$ cat src/rtl/page_nway_leaf_mux.sv
// NUM_CH-way BFT leaf mux: routes downstream packets to child pages and
// round-robin merges per-channel upstream FIFOs. Define PAGE_MUX_STATS_EN for drop_cnt.
module page_nway_leaf_mux #(
    parameter int NUM_CH     = 4,
    parameter int PKT_W      = 49,
    parameter int CH_LSB     = 43,
    parameter int CH_SEL_W   = 2,
    parameter int FIFO_DEPTH = 4
) (
    input  logic                    clk,
    input  logic                    reset,
    input  logic [PKT_W-1:0]        din_leaf_bft2interface,
    output logic [PKT_W-1:0]        dout_leaf_interface2bft,
    input  logic                    resend,
    input  logic [NUM_CH-1:0]       ap_start,
    input  logic [NUM_CH*PKT_W-1:0] ch_din,
    output logic [NUM_CH-1:0]       ch_full,
    output logic [NUM_CH*PKT_W-1:0] ch_dout,
    output logic [NUM_CH-1:0]       ch_started
`ifdef PAGE_MUX_STATS_EN
    ,
    output logic [15:0]             drop_cnt
`endif
);

    localparam int RR_W = (NUM_CH > 1) ? $clog2(NUM_CH) : 1;
    localparam int AW   = $clog2(FIFO_DEPTH);
    localparam int CW   = AW + 1;

    typedef enum logic [1:0] {IDLE, SEND, RESEND} arb_state_e;

    // ---------------- downstream steering ----------------
    logic [CH_SEL_W-1:0]     down_sel;
    logic                    down_valid;
    logic [NUM_CH*PKT_W-1:0] ch_dout_d;

    assign down_sel   = din_leaf_bft2interface[CH_LSB +: CH_SEL_W];
    assign down_valid = din_leaf_bft2interface[PKT_W-1];

    // NOTE: every always_comb output gets a default first so no latch is inferred.
    always_comb begin
        ch_dout_d = '0;
        for (int i = 0; i < NUM_CH; i++) begin
            if (down_valid && down_sel == CH_SEL_W'(i)) begin
                ch_dout_d[i*PKT_W +: PKT_W] = din_leaf_bft2interface;
            end
        end
    end

    // NOTE: sequential state uses non-blocking assignments only.
    always_ff @(posedge clk or posedge reset) begin
        if (reset) begin
            ch_dout    <= '0;
            ch_started <= '0;
        end else begin
            ch_dout    <= ch_dout_d;
            ch_started <= ch_started | ap_start;
        end
    end

    // ---------------- upstream FIFOs ----------------
    logic [NUM_CH-1:0] pop;
    logic [NUM_CH-1:0] push;
    logic [NUM_CH-1:0] eligible;
    logic [PKT_W-1:0]  head [NUM_CH];

    for (genvar g = 0; g < NUM_CH; g++) begin : g_fifo
        logic [PKT_W-1:0] mem [FIFO_DEPTH];
        logic [AW-1:0]    wr_ptr;
        logic [AW-1:0]    rd_ptr;
        logic [CW-1:0]    count;
        logic [CW-1:0]    count_d;
        logic             full_q;
        logic             in_valid;

        assign in_valid    = ch_din[g*PKT_W + PKT_W - 1];
        // A pop in the same cycle frees the slot, so a full FIFO can still accept.
        assign push[g]     = in_valid && (!full_q || pop[g]);
        assign eligible[g] = (count != '0) && ch_started[g];
        assign head[g]     = mem[rd_ptr];
        assign ch_full[g]  = full_q;

        always_comb begin
            count_d = count;
            if (push[g] && !pop[g]) count_d = count + CW'(1);
            else if (!push[g] && pop[g]) count_d = count - CW'(1);
        end

        // NOTE: storage is not reset; only pointers and count define what is valid.
        always_ff @(posedge clk) begin
            if (push[g]) mem[wr_ptr] <= ch_din[g*PKT_W +: PKT_W];
        end

        always_ff @(posedge clk or posedge reset) begin
            if (reset) begin
                wr_ptr <= '0;
                rd_ptr <= '0;
                count  <= '0;
                full_q <= 1'b0;
            end else begin
                wr_ptr <= wr_ptr + AW'(push[g]);
                rd_ptr <= rd_ptr + AW'(pop[g]);
                count  <= count_d;
                full_q <= (count_d == CW'(FIFO_DEPTH));
            end
        end
    end

    // ---------------- round-robin arbiter ----------------
    arb_state_e       state_q, state_d;
    logic [RR_W-1:0]  rr_q, rr_d;
    logic [RR_W-1:0]  grant;
    logic             found;
    logic             do_sel;
    logic [PKT_W-1:0] out_q, out_d;

    always_comb begin : scan
        int              idx;
        logic [RR_W-1:0] cand;
        found = 1'b0;
        grant = '0;
        for (int off = 1; off <= NUM_CH; off++) begin
            idx  = (int'(rr_q) + off) % NUM_CH;
            cand = RR_W'(idx);
            if (!found && eligible[cand]) begin
                found = 1'b1;
                grant = cand;
            end
        end
    end

    // resend only stalls while a packet is on the wire; IDLE ignores it.
    assign do_sel = (state_q == IDLE) || !resend;

    always_ff @(posedge clk or posedge reset) begin
        if (reset) begin
            state_q <= IDLE;
            rr_q    <= RR_W'(NUM_CH - 1);
            out_q   <= '0;
        end else begin
            state_q <= state_d;
            rr_q    <= rr_d;
            out_q   <= out_d;
        end
    end

    always_comb begin
        state_d = state_q;
        case (state_q)
            IDLE:         state_d = found ? SEND : IDLE;
            SEND, RESEND: state_d = resend ? RESEND : (found ? SEND : IDLE);
            default:      state_d = IDLE;
        endcase
    end

    always_comb begin
        out_d = out_q;
        rr_d  = rr_q;
        pop   = '0;
        if (do_sel) begin
            if (found) begin
                pop[grant] = 1'b1;
                out_d      = head[grant];
                rr_d       = grant;
            end else begin
                out_d = '0;
            end
        end
    end

    assign dout_leaf_interface2bft = out_q;

`ifdef PAGE_MUX_STATS_EN
    // ---------------- drop statistics ----------------
    logic [4:0]  drop_inc;
    logic [16:0] drop_sum;

    always_comb begin
        drop_inc = '0;
        if (down_valid && ch_dout_d == '0) drop_inc = 5'd1;
        for (int i = 0; i < NUM_CH; i++) begin
            if (ch_din[i*PKT_W + PKT_W - 1] && ch_full[i] && !pop[i]) begin
                drop_inc = drop_inc + 5'd1;
            end
        end
        drop_sum = {1'b0, drop_cnt} + 17'(drop_inc);
    end

    always_ff @(posedge clk or posedge reset) begin
        if (reset) drop_cnt <= '0;
        else       drop_cnt <= drop_sum[16] ? 16'hFFFF : drop_sum[15:0];
    end
`endif

endmodule

$ cat config.mk
export PLATFORM = sky130hd
export DESIGN_NAME = page_nway_leaf_mux
export DESIGN_NICKNAME = d
export VERILOG_FILES = /design/src/rtl/page_nway_leaf_mux.sv
export SDC_FILE = /design/constraint.sdc
export NUM_CORES = 1
export LEC_CHECK = 0
export CAP_MARGIN = 20
export CORE_ASPECT_RATIO = 1.2
export CORE_MARGIN = 5
export CORE_UTILIZATION = 35
export DETAILED_ROUTE_END_ITERATION = 10
export HOLD_SLACK_MARGIN = 0.03
export SKIP_CTS_REPAIR_TIMING = 1
export SYNTH_ARGS = -nofsm -noshare
export SYNTH_HDL_FRONTEND = slang
export SYNTH_SLANG_ARGS = --single-unit
$ cat constraint.sdc
create_clock -name clk -period 13.15 [get_ports clk]
set_input_delay 3.945 -clock clk [delete_from_list [all_inputs] [get_ports clk]]
set_output_delay 3.945 -clock clk [all_outputs]
set_load 0.03 [all_outputs]
==> metrics.log <==
INFO  metric worstReg2RegStart = g_fifo[3].count[1]
INFO  metric layout_commonest_cell = edfxtp_1
INFO  metric setup.worst_path.class = in -> reg
INFO  metric drv_cap = 0
INFO  metric ys_warn_count = 0
INFO  metric worst_ep_required_time = 13.48 ns
INFO  metric drcViolationCount = 0
INFO  metric fin_crit = 6.88 ns
INFO  metric count_of_standard_cell_rows = 135
INFO  metric drt_iter0_markers = roughly 1900
INFO  metric clock_tree.htree_level_count = 3
INFO  metric vias_per_cell = just over 5
INFO  metric largest_buffer_count_on_any_clock_path = 3
INFO  metric most-common-layout-cells = edfxtp_1, clkdlybuf4s50_1, dfrtp_1
INFO  metric crit_path_start = resend
INFO  metric core_area = 0.113 mm²
INFO  metric number_of_fill_cells = between 9000 and 10000
INFO  metric sequential_cell_area = slightly above 0.03 mm²
INFO  metric fin_setup_tns = 0 ns
INFO  metric antenna_found_initial = 13
INFO  metric max_clock_freq = 0.145 GHz
INFO  metric cts_buffers = 105
INFO  metric synth.cell_area = just under 0.04 mm²
INFO  metric hold_path.class = reg -> reg
INFO  metric multiInputGateArea = 0.00864 mm²
INFO  metric report.final.setup_viol = 0
INFO  metric drtPass1Iterations = 5
INFO  metric timing.final.crit_share = 0.523
INFO  metric worst_setup_path_start_kind = primary input
INFO  metric post-place-cells = just under 4000
INFO  metric ys_dominant_reg_cell = edfxtp_1
INFO  metric via_count_of_the_first_global_routing_pass = about 22000
INFO  metric number_of_flip_flops_and_latches_in_the_synthesized_netlist = between 1000 and 1500
INFO  metric dp.final_hpwl = 79000 µm
INFO  metric final_layout_size_suffix_gt1_frac = 0.175
INFO  metric first_pass_grt_wire_length = between 150000 and 200000 µm
INFO  metric maximum_number_of_pins_on_one_net_before_global_route_repair = 169
INFO  metric irDropWorstVdd = 0.194 mV
INFO  metric synthDistinctLibCells = 69
INFO  metric grt_setup_unrepaired = no
INFO  metric cp_max_fo = 51
INFO  metric sequential_area_share_after_synthesis = 0.772
INFO  metric numClockSinks = ~1100
INFO  metric worst_setup_path_end_kind = flip-flop
INFO  metric timing.clock.skew = ~0.034 ns
INFO  metric avgSynthCellArea = approximately 20 µm²
INFO  metric worst-slew-pin-transition = 1.01 ns
INFO  metric clk_root_buffer_cell = clkbuf_16
INFO  metric die_span_x = between 300 and 400 µm
INFO  metric routed-via-count = 20900
INFO  metric async_reset_ff_frac = 0.267
INFO  metric cellPowerDensity = around 230 mW/mm²
INFO  metric synthCells = about 2000
INFO  metric fp.dieArea = approximately 0.12 mm²
INFO  metric fin_nets = approximately 2800
INFO  metric outcome = completed
INFO  metric cts_tree = done
INFO  metric globalRouteTotalUtil = 0.185
INFO  metric timing_hold_violations_final = 0
INFO  metric area_overhead_vs_synth = 26.4%
INFO  metric top_level_ports = 505
INFO  metric overflow = 0
INFO  metric totalWireLength = 113000 µm
INFO  metric numPortBuffers = 504
INFO  metric die_h = 379 µm
INFO  metric max-slew-margin-rel = 0.326
INFO  metric clk_latency = 0.70 ns
INFO  metric synth_edf_count = 784
INFO  metric leakage = 18.0 nW
INFO  metric finalWeightedCongestion = 0.832
INFO  metric route.detailed.wl_per_inst = approximately 27 µm
INFO  metric drt.antenna.violating_nets = 0
INFO  metric min-delay-start = dout_leaf_interface2bft[12]
INFO  metric layout.cells.non_filler = 4134
INFO  metric crit_arrival = 7.21 ns
INFO  metric path_clk_slew = roughly 0.06 ns
INFO  metric floorplan.initialDensity = 0.352
INFO  metric report.final.slew_viol_count = 0
-- metrics by stage --
step / power, W / setup slack, ns / hold WS [ns] / util / instance area (µm²)
after global placement: 0.00848 / 5.59 / 0.468 / 0.413 / 46600
after detailed placement: 0.00859 / 5.57 / 0.469 / 0.413 / 46600
final: 0.0115 / 6.27 / 0.483 / 0.445 / 50200
after global routing: 0.0120 / 6.09 / 0.507 / 0.445 / 50200
after CTS: 0.0116 / 6.30 / 0.483 / 0.444 / 50100
after floorplan: 0.00705 / 1.34 / 0.477 / - / 39800
-- cells by family (layout without fill, tap and decap cells) --
| group | after synthesis | in the layout | share of synthesized area |
|---|---|---|---|
| compound gates | 181 | 181 | 0.0384 |
| xor+xnor | 17 | 17 | 0.00375 |
| fa+ha+maj | 21 | 21 | 0.00661 |
| buf+inv | 138 | 760 | 0.0146 |
| flops | 1069 | 1069 | 0.772 |
| mux | 205 | 205 | 0.114 |
| other cells | 1 | 9 | 0.0000943 |
| simple gates | 365 | 365 | 0.0514 |
-- sequential cells by signal, summed over array words and instances (netlist names) --
name	count
g_fifo.rd_ptr	8
g_fifo.wr_ptr	8
rr_q	2
dout_leaf_interface2bft	49
g_fifo.mem	784
g_fifo.full_q	4
ch_started	4
g_fifo.count	12
state_q	2
ch_dout	196
-- cells in the mapped netlist, types with 2 or more instances --
library cell | instances | area, µm²
nand2_1 | 113 | 424
a32oi_1 | 49 | 429
nand3_1 | 5 | 25.0
a22oi_1 | 50 | 375
and3b_1 | 3 | 26.3
mux4_2 | 196 | 4410
xor2_1 | 7 | 61.3
o21ai_0 | 3 | 15.0
and2_1 | 186 | 1160
xnor2_1 | 10 | 87.6
a21o_1 | 49 | 368
clkbuf_1 | 68 | 255
nand2b_1 | 2 | 12.5
edfxtp_1 | 784 | 23500
nor3_1 | 8 | 40.0
buf_4 | 7 | 52.6
nor2_1 | 15 | 56.3
dfstp_2 | 2 | 52.6
nor3_4 | 2 | 32.5
and3_1 | 7 | 43.8
nor2b_1 | 3 | 18.8
buf_1 | 15 | 56.3
buf_2 | 22 | 110
a21oi_1 | 7 | 35.0
inv_1 | 24 | 90.1
or2_2 | 4 | 25.0
nor3b_2 | 4 | 50.1
nor3b_1 | 4 | 30.0
dfrtp_1 | 283 | 7080
ha_1 | 21 | 263
mux2i_1 | 5 | 50.1
mux2_1 | 2 | 22.5
-- worst paths after layout --
check / end / slack, ns / depth (start not counted)
max: g_fifo[3].mem[2][36] / 6.27 / 11
min: dout_leaf_interface2bft[12] / 0.48 / 1
max reg2reg: g_fifo[1].mem[3][41] / 8.76 / 12
min reg2reg: dout_leaf_interface2bft[12] / 0.48 / 1
max in group asynchronous: ch_dout[161] / 7.86 / 3
min in group asynchronous: ch_dout[32] / 3.83 / 2
-- worst max-delay path, cell delays in order --
cell and delay [ns]:
clkdlybuf4s50_1 0.43, nor2b_4 0.13, buf_4 0.33, a41oi_4 0.56, nand3_1 0.22, nand2_1 0.15, nand2_1 0.10, inv_1 0.17
nand2_1 0.11, nor2_4 0.49, buf_4 0.52
-- layout make-up --
type                    instances  share of cell area
repair buffers                542               0.108
well taps                    1507              0.0375
clock buffers                 140              0.0576
inverters                      25             0.00207
flip-flops and latches       1069               0.611
clock inverters                53              0.0120
multi-input cells             793               0.172
diodes                          5            0.000249
-- per-layer routing --
metal / global-route usage / share of wire / vias up
met2: 0.339 / 0.53 / 897
met1: 0.209 / 0.36 / 10900
li1: - / - / 8871
met3: 0.0415 / 0.067 / 159
met4: 0.0769 / 0.042 / 4
met5: 0 / 0.00023 / -
-- where the power goes --
part	total, W	switching, W	internal, W
Sequential	0.00463	0.000293	0.00434
Clock	0.00301	0.00131	0.00170
Combinational	0.00385	0.00234	0.00151
Total	0.0115	0.00394	0.00755
Note: power is estimated with default switching activity, not from simulation.
